## config.mk

```make
export PLATFORM = sky130hd
export DESIGN_NAME = mem_wb_writeback
export DESIGN_NICKNAME = d
export VERILOG_FILES = /design/src/rtl/mem_wb_writeback.sv
export SDC_FILE = /design/constraint.sdc
export NUM_CORES = 1
export LEC_CHECK = 0
export CORE_MARGIN = 3
export CORE_UTILIZATION = 41
export DETAILED_ROUTE_END_ITERATION = 8
export GPL_TIMING_DRIVEN = 0
export PLACE_DENSITY = 0.78
export SLEW_MARGIN = 10
export SYNTH_ARGS = -nofsm -noshare
export SYNTH_HDL_FRONTEND = slang
export SYNTH_SLANG_ARGS = --single-unit
```

## constraint.sdc

```tcl
create_clock -name Clk -period 2 [get_ports Clk]
set_input_delay 0.4 -clock Clk [delete_from_list [all_inputs] [get_ports Clk]]
set_output_delay 0.4 -clock Clk [all_outputs]
set_load 0.005 [all_outputs]
```

## src/rtl/mem_wb_writeback.sv

```systemverilog
// MEM/WB pipeline register with write-back source selection, load lane extraction and EX forwarding.
// Optional retired-instruction counter enabled by defining WB_RETIRE_CNT_EN.
module mem_wb_writeback #(
  parameter int DATA_W = 32,
  parameter int ADDR_W = 5
) (
  input  logic              Clk,
  input  logic              Reset,
  input  logic              iStall,
  input  logic              iFlush,
  input  logic              iValid,
  input  logic              iRegWrite,
  input  logic [2:0]        iMemToReg,
  input  logic [ADDR_W-1:0] iRegAddr,
  input  logic [DATA_W-1:0] iALUResult,
  input  logic [DATA_W-1:0] iMemData,
  input  logic [DATA_W-1:0] iPCPlus4,
  input  logic              iHiLoWrite,
  input  logic [DATA_W-1:0] iHi,
  input  logic [DATA_W-1:0] iLo,
  output logic              cRegWrite,
  output logic [DATA_W-1:0] RegWriteData,
  output logic [ADDR_W-1:0] RegWriteAddress,
  output logic              HiLoWrite,
  output logic [DATA_W-1:0] Hi,
  output logic [DATA_W-1:0] Lo,
  output logic              oFwdValid,
  output logic [ADDR_W-1:0] oFwdAddr,
  output logic [DATA_W-1:0] oFwdData
`ifdef WB_RETIRE_CNT_EN
  ,
  output logic [31:0]       oRetireCount
`endif
);

  typedef enum logic [2:0] {
    WB_ALU    = 3'b000,
    WB_WORD   = 3'b001,
    WB_HALF_S = 3'b010,
    WB_HALF_U = 3'b011,
    WB_BYTE_S = 3'b100,
    WB_BYTE_U = 3'b101,
    WB_LINK   = 3'b110,
    WB_RSVD   = 3'b111
  } wb_sel_t;

  typedef struct packed {
    logic              valid;
    logic              regwrite;
    wb_sel_t           memtoreg;
    logic              hilowrite;
    logic [ADDR_W-1:0] regaddr;
    logic [DATA_W-1:0] alu;
    logic [DATA_W-1:0] memdata;
    logic [DATA_W-1:0] pcplus4;
    logic [DATA_W-1:0] hi;
    logic [DATA_W-1:0] lo;
  } stage_t;

  stage_t            r_stage;
  stage_t            w_stage_in;
  logic [7:0]        w_byte;
  logic [15:0]       w_half;
  logic [DATA_W-1:0] w_wb_data;
  logic              w_reg_we;

  always_comb begin
    w_stage_in.valid     = iValid;
    w_stage_in.regwrite  = iRegWrite;
    w_stage_in.memtoreg  = wb_sel_t'(iMemToReg);
    w_stage_in.hilowrite = iHiLoWrite;
    w_stage_in.regaddr   = iRegAddr;
    w_stage_in.alu       = iALUResult;
    w_stage_in.memdata   = iMemData;
    w_stage_in.pcplus4   = iPCPlus4;
    w_stage_in.hi        = iHi;
    w_stage_in.lo        = iLo;
  end

  // NOTE: sequential state uses non-blocking assignments so every register samples pre-edge values.
  // A flush only kills the control bits; the data fields are don't-care inside a bubble.
  always_ff @(posedge Clk) begin
    if (Reset) begin
      r_stage <= '0;
    end else if (iFlush) begin
      r_stage.valid     <= 1'b0;
      r_stage.regwrite  <= 1'b0;
      r_stage.memtoreg  <= WB_ALU;
      r_stage.hilowrite <= 1'b0;
    end else if (!iStall) begin
      r_stage <= w_stage_in;
    end
  end

  // NOTE: every always_comb output gets a default first, so no path can infer a latch.
  always_comb begin
    w_byte = r_stage.memdata[7:0];
    case (r_stage.alu[1:0])
      2'd1:    w_byte = r_stage.memdata[15:8];
      2'd2:    w_byte = r_stage.memdata[23:16];
      2'd3:    w_byte = r_stage.memdata[31:24];
      default: w_byte = r_stage.memdata[7:0];
    endcase
    // Halfword loads ignore offset bit 0.
    w_half = r_stage.alu[1] ? r_stage.memdata[31:16] : r_stage.memdata[15:0];
  end

  always_comb begin
    w_wb_data = r_stage.alu;
    case (r_stage.memtoreg)
      WB_ALU:    w_wb_data = r_stage.alu;
      WB_WORD:   w_wb_data = r_stage.memdata;
      WB_HALF_S: w_wb_data = {{(DATA_W-16){w_half[15]}}, w_half};
      WB_HALF_U: w_wb_data = {{(DATA_W-16){1'b0}}, w_half};
      WB_BYTE_S: w_wb_data = {{(DATA_W-8){w_byte[7]}}, w_byte};
      WB_BYTE_U: w_wb_data = {{(DATA_W-8){1'b0}}, w_byte};
      WB_LINK:   w_wb_data = r_stage.pcplus4 + DATA_W'(4);
      WB_RSVD:   w_wb_data = r_stage.alu;
      default:   w_wb_data = r_stage.alu;
    endcase
  end

  // Writes to $0 are dropped, but the address still reaches the port.
  assign w_reg_we        = r_stage.valid & r_stage.regwrite & (r_stage.regaddr != '0);

  assign cRegWrite       = w_reg_we;
  assign RegWriteData    = w_wb_data;
  assign RegWriteAddress = r_stage.regaddr;
  assign HiLoWrite       = r_stage.valid & r_stage.hilowrite;
  assign Hi              = r_stage.hi;
  assign Lo              = r_stage.lo;
  assign oFwdValid       = w_reg_we;
  assign oFwdAddr        = r_stage.regaddr;
  assign oFwdData        = w_wb_data;

`ifdef WB_RETIRE_CNT_EN
  logic [31:0] r_retire_cnt;

  // Counted on entry only, so a stalled instruction is seen once.
  always_ff @(posedge Clk) begin
    if (Reset) begin
      r_retire_cnt <= '0;
    end else if (!iFlush && !iStall && iValid) begin
      r_retire_cnt <= r_retire_cnt + 32'd1;
    end
  end

  assign oRetireCount = r_retire_cnt;
`endif

endmodule

```

Word-level counts from Yosys, hierarchy flattened
Index checks and enable logic that the tools add are counted.

Output and inout port bits: 141. Latch bits: 0. Bits in registers: 171. Memory bits (read-only): 0. Memories: 0. RAM bits: 0. Input port bits: 175.

Div/mod/pow operators: 0. Reductions and logical operators: 5. Shift operators: 0. Equality and inequality tests: 10. Multiply operators: 0. Mux-type cells: 3. Add/sub/neg operators: 1. Bitwise gates (word level): 5. Magnitude comparators: 0.

Operators by type and width (count): $pmux 32 s7 (1); $add 32x3->32 const B (1); $pmux 8 s3 (1); $mux 16 (1); $eq 3x3->1 const B (4); $eq 3x2->1 const B (2); $reduce_bool 5->1 (1); $eq 2x2->1 const B (2); $reduce_or 2->1 (2); $and 1x1->1 (3); $eq 3x1->1 const B (1); $logic_not 3->1 (1); $eq 2x1->1 const B (1); $not 1->1 (2); $reduce_and 2->1 (1).

Longest topological paths before layout
Gate-level depths: netlist of the first run.

Word-level depth: 3. Depth in mapped cells: 9. Gate-level depth less buffers: 6.

Least setup slack after synthesis of the first run
No wires, ideal clock.

Kind: register -> output. Start point: register r_stage[66] (netlist bit). End point: output port oFwdData[18]. Stages on the path, launching flop included: 9. Arrival time: 1.803 ns. Slack: -0.203 ns. Cell sequence: dfxtp_1 > ha_1 > and4_1 > and2_4 > buf_8 > nand2_4 > or3_1 > a31oi_1 > buf_4.

Cells in the longest elaborated chain, start to end: 2.

RTL lines: from (decl) (RTL line 60) `stage_t r_stage;`; from (signal assigned) (RTL line 91) `r_stage <= w_stage_in;`; $add 32x3->32 (RTL line 117) `WB_LINK: w_wb_data = r_stage.pcplus4 + DATA_W'(4);`; $pmux 32 s7 (RTL line 110) `case (r_stage.memtoreg)`; to (decl) (RTL line 29) `output logic [DATA_W-1:0] oFwdData`.

No other way between the ends.

Final worst setup path of the first run
Start point: register r_stage[66] (netlist bit). End point: output port oFwdData[14].

The elaborated chain is that of the path after synthesis.

==> results.json, run 1 <==
{
  "die_h_microns": 150,
  "fin_crit_sh": 1.41,
  "synth.most_common_cell": "nand2_1",
  "ys_seq_area_frac": 0.403,
  "viasPerCell": 5.43,
  "core_area_sq_mm": 0.0203,
  "required_ns": 1.60,
  "relSlewSlack": 0.402,
  "p_comb_frac": 0.217,
  "route.detailed.drc": 0,
  "p_int_w": 0.00640,
  "area_growth_syn_to_layout_pct": 73.4,
  "synth_cell_types": 64,
  "synth.area.mux_share": 0.0365,
  "synth_top_family_by_area": "simple AND/OR/NAND/NOR gates",
  "grt_overflow": 0,
  "setup_viol": 65,
  "grt_usage": 0.294,
  "arrival_ns": 2.43,
  "finalClockSkew_ns": 0,
  "setup_slack_ns": -0.826,
  "layout.nets": 1755,
  "worstSetupEndpointType": "primary output",
  "ys_warn_count": 0,
  "crit_slowest_cell": "dfxtp_4",
  "stdcell_area_sq_mm": 0.0147,
  "crit_type": "reg -> out",
  "synth_top_area_share": 0.403,
  "ios": 316,
  "sequentialPowerShare": 0.418,
  "max_freq_mhz": 354,
  "num_vias": 10118,
  "htreeDepth": 4,
  "die_area_sq_mm": 0.0225,
  "first_pass_iters": 9,
  "num-fill-cells": 1467,
  "rsz0062_at_grt": "yes",
  "cts_tree": "built",
  "synth_cells": 1139,
  "placed_area_sq_mm": 0.0120,
  "path_max_fanout": 4,
  "swShare": 0.281,
  "grt_pass1_vias": 9634,
  "power_frac_clock": 0.365,
  "dieWidth_microns": 150,
  "synthFlopType": "dfxtp_1",
  "synth_edf_count": 0,
  "rows": 52,
  "ant_nets": 0,
  "wire_per_inst_microns": 20.1,
  "synthesis.area_sq_mm": 0.00850,
  "clock_sinks": 171,
  "cp_cell_sequence": "ha_4, and4_4, buf_6, nand3_4, xnor2_4, a221oi_4, nor2_2, buf_4, dlygate4sd2_1",
  "synthTopCellsByCount": "351 x nand2_1, 197 x a21oi_1, 171 x dfxtp_1, 107 x buf_4, 56 x clkbuf_1",
  "async_flop_share": 0,
  "pre_cts_ws_ns": -0.954,
  "cts_buffers": 17,
  "grt_pass1_wl_mm": 51.5,
  "slowest_delay_ns": 0.38,
  "leakage_nw": 5.89,
  "synth_xor_area_frac": 0.0247,
  "synthSimpleGateAreaFrac": 0.226,
  "powerDensity_mw_per_mm2": 605,
  "cp-start-kind": "flip-flop",
  "start_util": 0.419,
  "drt-total-wl_mm": 37.5,
  "cts_buffer_depth": 2,
  "synth_top_area_cell": "dfxtp_1",
  "peakVddDrop_uv": 584,
  "numPortBuffers": 314,
  "synth.area.top_cells": "dfxtp_1 40%, nand2_1 16%, a21oi_1 12%, buf_4 9.5%, clkbuf_1 2.5%",
  "clkLatencyLatePin_ns": 0.43,
  "cap_violations": 0,
  "drt_iter0_drc": 672,
  "grt_max_degree": 17,
  "period_needed_ns": 2.83,
  "cts_root_buf": "clkbuf_16",
  "status": "finished with violations",
  "drive_gt1_frac": 0.330,
  "fin_util": 0.726,
  "antenna_found_initial": 0,
  "switchingPower_w": 0.00251,
  "ys_ff_latch": 171,
  "place_congestion": 0.938,
  "tightest_slew_ns": 0.898,
  "syn_area_per_cell_sq_um": 7.46,
  "syn_nets": 1315,
  "clk_pin_slew_ns": 0.07,
  "hold_violations": 0,
  "synth-compound-area-share": 0.172,
  "violations": "setup timing",
  "synthAdderAreaFrac": 0.00147,
  "post-dp-hpwl_mm": 23.8,
  "hp-class": "in -> reg",
  "maxSlewViolCount": 0
}
==> area by class of cell <==
| type | count | area (sq um) | share of cell area |
|---|---|---|---|
| inverters | 7 | 28.8 | 0.00195 |
| clock inverters | 14 | 134 | 0.00909 |
| flip-flops and latches | 171 | 3510 | 0.238 |
| plain buffers | 176 | 1230 | 0.0832 |
| well taps | 270 | 338 | 0.0229 |
| diodes | 1 | 2.50 | 0.000170 |
| multi-input cells | 777 | 4990 | 0.339 |
| clock buffers | 17 | 425 | 0.0289 |
| repair buffers | 429 | 4080 | 0.277 |
==> final timing paths <==
kind              depth (start not counted)          from      endpoint  slack (ns)
setup reg to reg                          2  r_stage[143]  r_stage[143]        0.82
hold reg to reg                           2        Hi[30]        Hi[30]        0.45
setup / recovery                          9   r_stage[66]  oFwdData[14]       -0.83
hold / removal                            3        iStall  r_stage[167]        0.39
==> critical path, delay by kind of cell, from the launching register on <==
kind	cells	cell delay [ns]
AOI/OAI and AO/OA	1	0.36
and+or+nand+nor	3	0.43
buffers and inverters	3	0.51
xor gates and xnor gates	1	0.16
adders and majority gates	1	0.15
DFF	1	0.38
==> logic make-up after synthesis <==
kind of cell               after synthesis
muxes                                   28
xor gates and xnor gates                24
adders and majority gates                1
buffers and inverters                  192
DFF                                    171
and+or+nand+nor                        462
AOI/OAI and AO/OA                      261
==> through the flow <==
step / hold slack [ns] / setup TNS, ns / power (W) / std cells
finish: 0.391 / -42.17 / 0.00891 / 1862
CTS: 0.392 / -35.95 / 0.00878 / 1832
detailed placement: 0.447 / -105.26 / 0.00535 / 1723
floorplan: 0.433 / -0.0220 / 0.00442 / 1139
global route: 0.408 / -44.96 / 0.00919 / 1861
global placement: 0.442 / -100.19 / 0.00533 / 1723
==> layer usage <==
metal,wire length [microns],vias to the layer above,global-route usage
met5,0,-,0
met4,2350,0,0.134
met3,4430,188,0.101
met2,17700,686,0.506
met1,13000,4645,0.327
li1,-,4599,-
==> flip-flops by register name, indices dropped and copies added (netlist names) <==
| register | count |
|---|---|
| RegWriteAddress | 5 |
| r_stage | 102 |
| Hi | 32 |
| Lo | 32 |
==> cell usage in the layout (no fill, tap or decap), types with 13 or more instances in the layout <==
cell	instances
buf_6	78
nand2_1	340
a21oi_1	169
clkdlybuf4s50_1	248
o22ai_2	14
mux2_4	13
buf_4	176
clkbuf_1	48
a21oi_2	19
dfxtp_4	19
buf_2	29
clkbuf_16	18
dfxtp_1	140
nor2_1	36
==> power by group through the flow <==
stage               Clock (W)  Combinational, W  Sequential [W]
finish                0.00325           0.00194         0.00372
CTS                   0.00327           0.00181         0.00370
global placement            0           0.00156         0.00377
global route          0.00340           0.00206         0.00373
floorplan                   0          0.000701         0.00372
detailed placement          0           0.00157         0.00378
==> what timing repair did <==
item | in CTS | in global routing
gates resized for setup | 550 | 82
endpoints found under the setup margin | 88 | 213
buffers inserted | 79 | 37
hold buffers | 0 | 0
gates cloned | 3 | 0
pin swaps | 92 | 63
(Power assumes the default switching activity.)
==> inputs of run 2 (changes only) <==
--- a/config.mk
+++ b/config.mk
@@ -8,7 +8,6 @@
 export CORE_MARGIN = 3
 export CORE_UTILIZATION = 41
 export DETAILED_ROUTE_END_ITERATION = 8
-export GPL_TIMING_DRIVEN = 0
 export PLACE_DENSITY = 0.78
 export SLEW_MARGIN = 10
 export SYNTH_ARGS = -nofsm -noshare
==> results.json, run 2 (synthesized netlist as in run 1, its figures left out) <==
{
  "post-dp-hpwl_mm": 23.0,
  "whs_ns": 0.455,
  "period_needed_ns": 2.79,
  "hold_violations": 0,
  "die_area_sq_mm": 0.0225,
  "layout.nets": 1636,
  "crit_type": "reg -> out",
  "htreeDepth": 4,
  "power_w": 0.00896,
  "dieWidth_microns": 150,
  "wire_per_inst_microns": 20.1,
  "rows": 52,
  "routed-wl-met2_mm": 16.9,
  "path_max_fanout": 3,
  "area_growth_syn_to_layout_pct": 60.3,
  "diodes": 0,
  "drive_gt1_frac": 0.285,
  "core_area_sq_mm": 0.0203,
  "antenna_found_initial": 0,
  "crit_slowest_cell": "dfxtp_1",
  "route.detailed.drc": 0,
  "multi_input_area_sq_mm": 0.00471,
  "die_h_microns": 150,
  "maxSlewViolCount": 0,
  "drt-met1-wl_mm": 12.2,
  "cts_buffers": 17,
  "numPortBuffers": 315,
  "met3WireLength_mm": 3.97,
  "largest_reg_flops": 102,
  "cts_tree": "built",
  "status": "finished with violations",
  "grt_usage": 0.283,
  "clkLatencyLatePin_ns": 0.43,
  "leakage_nw": 5.45,
  "top_register": "r_stage",
  "drt-total-wl_mm": 35.1,
  "arrival_ns": 2.39,
  "cap_violations": 0,
  "clk_pin_slew_ns": 0.08,
  "grt_pass1_vias": 9214,
  "peakVddDrop_uv": 608,
  "slowest_delay_ns": 0.40,
  "cp_top_family": "simple AND/OR/NAND/NOR gates",
  "place_congestion": 0.952,
  "grt_pass1_wl_mm": 49.6,
  "rsz0062_at_grt": "yes",
  "worstSetupEndpointType": "primary output",
  "cts_buffer_depth": 2,
  "setup_viol": 66,
  "violations": "setup timing",
  "ant_nets": 0,
  "finalClockSkew_ns": 0,
  "cp-start-kind": "flip-flop",
  "path_common_cell": "buf_6",
  "drt_iter0_drc": 990,
  "grt_overflow": 0,
  "maxUsedRoutingLayer": "met4",
  "start_util": 0.419,
  "hp-class": "reg -> reg",
  "relSlewSlack": 0.590,
  "final_common_cell": "nand2_1",
  "num_vias": 9588,
  "seq_area_sq_mm": 0.00346,
  "fin_crit_sh": 1.39,
  "max_freq_mhz": 359,
  "grt_max_degree": 63,
  "final_cell_mix": "342 x nand2_1, 248 x clkdlybuf4s50_1, 176 x a21oi_1",
  "tightest_slew_ns": 0.615,
  "viasPerCell": 5.50,
  "crit_buf_inv": 3,
  "cp_cell_sequence": "nand4_1, nor4_4, nand4_1, xor2_1, o22ai_2, buf_6, buf_6, buf_6",
  "clock_sinks": 171,
  "powerDensity_mw_per_mm2": 657,
  "first_pass_iters": 6,
  "cts_root_buf": "clkbuf_16",
  "required_ns": 1.60,
  "setup_slack_ns": -0.788,
  "ios": 316,
  "num-fill-cells": 1559
}
## run 2: changes by cell type in the layout (fill, tap and decap cells not counted), moves of 6 or more
cell / before / now
buf_6: 78 / 27
buf_4: 176 / 128
clkbuf_1: 48 / 0
buf_2: 29 / 62
dfxtp_4: 19 / 6
buf_12: 3 / 14
dfxtp_1: 140 / 150
a21oi_2: 19 / 10
a21oi_1: 169 / 176
clkbuf_2: 7 / 0
nand3_1: 8 / 14
## run 2: layer usage
metal  vias to the layer above  global-route usage
met5                         -                   0
li1                       4354                   -
met2                       657               0.494
met3                       163              0.0906
met1                      4414               0.315
met4                         0               0.123
## run 2: cell type report
cell class | count | area share
well taps | 270 | 0.0248
flip-flops and latches | 171 | 0.254
repair buffers | 486 | 0.327
inverters | 7 | 0.00193
clock inverters | 15 | 0.0147
clock buffers | 17 | 0.0312
multi-input cells | 777 | 0.346
## run 2: final timing paths
path | slack (ns) | cells past startpoint | start | endpoint
worst min register to register | 0.45 | 2 | Hi[9] | Hi[9]
worst max-delay path | -0.79 | 8 | r_stage[83] | RegWriteData[29]
worst min-delay path | 0.45 | 2 | Hi[9] | Hi[9]
worst max register to register | 0.89 | 3 | r_stage[119] | r_stage[119]
## run 2: power by group
part | switching [W] | internal [W]
clock network | 0.00162 | 0.00192
registers | 0.000136 | 0.00356
logic | 0.000767 | 0.000953
## run 2: through the flow
| stage | cells | setup TNS, ns | setup slack [ns] | area (sq um) | utilization |
|---|---|---|---|---|---|
| after floorplan | 1139 | -0.0220 | -0.0186 | 8550 | - |
| after detailed placement | 1675 | -28.38 | -0.531 | 12100 | 0.595 |
| after CTS | 1736 | -30.69 | -0.648 | 13400 | 0.659 |
| after global routing | 1743 | -39.09 | -0.762 | 13600 | 0.671 |
| after global placement | 1675 | -26.74 | -0.512 | 12100 | 0.595 |
| final | 1743 | -36.56 | -0.788 | 13600 | 0.671 |
## run 2: worst register-to-register path: stages (launching register included)
cell and delay [ns]:
dfxtp_1 0.50, buf_4 0.21, nand2_1 0.07, a21oi_1 0.24
## run 2: timing repair
action | in CTS | in global routing
pin swaps | 66 | 50
buffers inserted | 32 | 9
hold buffers | 0 | 0
setup endpoints to repair | 67 | 66
resized for setup | 439 | 40
gates cloned | 3 | 0
==> inputs of run 3 (changes only) <==
--- a/config.mk
+++ b/config.mk
@@ -5,6 +5,7 @@
 export SDC_FILE = /design/constraint.sdc
 export NUM_CORES = 1
 export LEC_CHECK = 0
+export CORE_ASPECT_RATIO = 2
 export CORE_MARGIN = 3
 export CORE_UTILIZATION = 41
 export DETAILED_ROUTE_END_ITERATION = 8
==> results.json, run 3 (synthesized netlist as in run 1, its figures left out) <==
{
  "layout.nets": 1639,
  "num_vias": 9346,
  "drive_gt1_frac": 0.279,
  "clk_pin_slew_ns": 0.06,
  "maxSlewViolCount": 0,
  "sequentialPowerShare": 0.415,
  "swShare": 0.260,
  "cp_top_family": "buffers and inverters",
  "cap_violations": 0,
  "setup_slack_ns": -0.685,
  "final_common_cell": "nand2_1",
  "viasPerCell": 5.38,
  "leakage_nw": 5.51,
  "relSlewSlack": 0.692,
  "period_needed_ns": 2.68,
  "top_register": "r_stage",
  "htreeDepth": 4,
  "grt_pass1_wl_mm": 52.3,
  "core_area_sq_mm": 0.0201,
  "tightest_slew_ns": 0.463,
  "place_congestion": 1.01,
  "clkLatencyLatePin_ns": 0.45,
  "crit_buf_inv": 6,
  "drt_iter0_drc": 509,
  "ant_nets": 0,
  "route.detailed.drc": 0,
  "status": "finished with violations",
  "fin_crit_sh": 1.34,
  "whs_ns": 0.393,
  "ios": 316,
  "fin_util": 0.681,
  "required_ns": 1.60,
  "cts_buffer_depth": 2,
  "switchingPower_w": 0.00231,
  "setup_viol": 66,
  "rsz0062_at_grt": "yes",
  "clock_sinks": 171,
  "grt_overflow": 0,
  "area_growth_syn_to_layout_pct": 61.1,
  "slowest_delay_ns": 0.34,
  "finalClockSkew_ns": 0,
  "hold_violations": 0,
  "crit_slowest_cell": "mux2_4",
  "hp-class": "in -> reg",
  "path_depth": 9,
  "crit_type": "reg -> out",
  "drt-total-wl_mm": 35.5,
  "cts_buffers": 17,
  "pre_cts_ws_ns": -0.764,
  "grt_max_degree": 68,
  "max_freq_mhz": 372,
  "path_max_fanout": 6,
  "p_int_w": 0.00658,
  "rows": 73,
  "die_area_sq_mm": 0.0226,
  "grt_pass1_vias": 9437,
  "power_frac_clock": 0.390,
  "peakVddDrop_uv": 729,
  "p_comb_frac": 0.195,
  "cts_root_buf": "clkbuf_16",
  "cp_cell_sequence": "buf_12, buf_4, buf_8, buf_6, mux2_4, buf_6, a221oi_4, o22ai_2, buf_2",
  "numPortBuffers": 315,
  "violations": "setup timing",
  "arrival_ns": 2.28,
  "largest_reg_flops": 102,
  "first_pass_iters": 7,
  "antenna_found_initial": 1,
  "worstSetupEndpointType": "primary output",
  "wire_per_inst_microns": 20.4,
  "cts_tree": "built",
  "path_common_cell": "buf_6",
  "start_util": 0.423,
  "rr_worst_depth": 3,
  "hold_depth": 2,
  "cp-start-kind": "flip-flop",
  "post-dp-hpwl_mm": 25.2,
  "final_cell_mix": "342 x nand2_1, 248 x clkdlybuf4s50_1, 176 x a21oi_1",
  "grt_usage": 0.306,
  "powerDensity_mw_per_mm2": 650,
  "dieWidth_microns": 108,
  "die_h_microns": 210
}
[run 3: changes by cell type in the layout (fill, tap and decap cells not counted), sizes merged]
| cell | change |
|---|---|
| and2 | -1 |
| clkdlybuf4s15 | +1 |
| clkbuf | +5 |
| inv | -7 |
| clkinv | +1 |
| buf | +2 |
| diode | +1 |
| bufinv | +1 |
[run 3: layer usage]
metal,global-route usage,vias to the layer above,routed length [microns]
met5,0,-,0
met3,0.0883,132,2920
met1,0.287,4379,11200
li1,-,4358,-
met4,0.204,0,2710
met2,0.556,477,18600
[run 3: worst reg2reg max path, stage by stage (launching register included)]
cell and delay [ns]:
dfxtp_2 0.35, buf_4 0.22, nand2_1 0.08, a21oi_1 0.32
[run 3: power by group through the flow]
stage | combinational, W | clock (W) | sequential [W]
after floorplan | 0.000701 | 0 | 0.00372
after global placement | 0.00156 | 0 | 0.00375
after detailed placement | 0.00157 | 0 | 0.00376
after CTS | 0.00167 | 0.00352 | 0.00368
after global routing | 0.00185 | 0.00365 | 0.00371
final | 0.00173 | 0.00347 | 0.00370
[run 3: area by class of cell]
class	count	area [sq um]
Sequential cell	171	3460
Clock inverter	10	139
Clock buffer	21	470
Multi-Input combinational cell	776	4740
Timing Repair Buffer	490	4530
Inverter	7	26.3
Tap cell	262	328
Antenna cell	1	2.50
Fill cell	1560	6400
[run 3: path summary, 6_finish.rpt]
kind,slack [ns],to,startpoint
max,-0.68,oFwdData[12],r_stage[129]
min,0.39,Hi[23],Reset
max reg2reg,0.91,r_stage[128],r_stage[128]
min reg2reg,0.45,Hi[11],Hi[11]
[run 3: through the flow]
stage / area (sq um) / std cells / total power (W) / TNS, ns
CTS: 13400 / 1736 / 0.00887 / -35.26
detailed placement: 12100 / 1660 / 0.00533 / -31.34
floorplan: 8550 / 1139 / 0.00442 / -0.0220
global placement: 12100 / 1660 / 0.00531 / -29.57
finish: 13700 / 1738 / 0.00890 / -35.35
global route: 13700 / 1738 / 0.00921 / -38.97
[run 3: repair_timing]
action | 4_1_cts | 5_1_grt
buffers inserted | 46 | 9
gates cloned | 2 | 0
hold buffers | 0 | 0
gates resized for setup | 419 | 59
setup endpoints to repair | 66 | 66
pin swaps | 65 | 40
hold endpoints to repair | 0 | 0
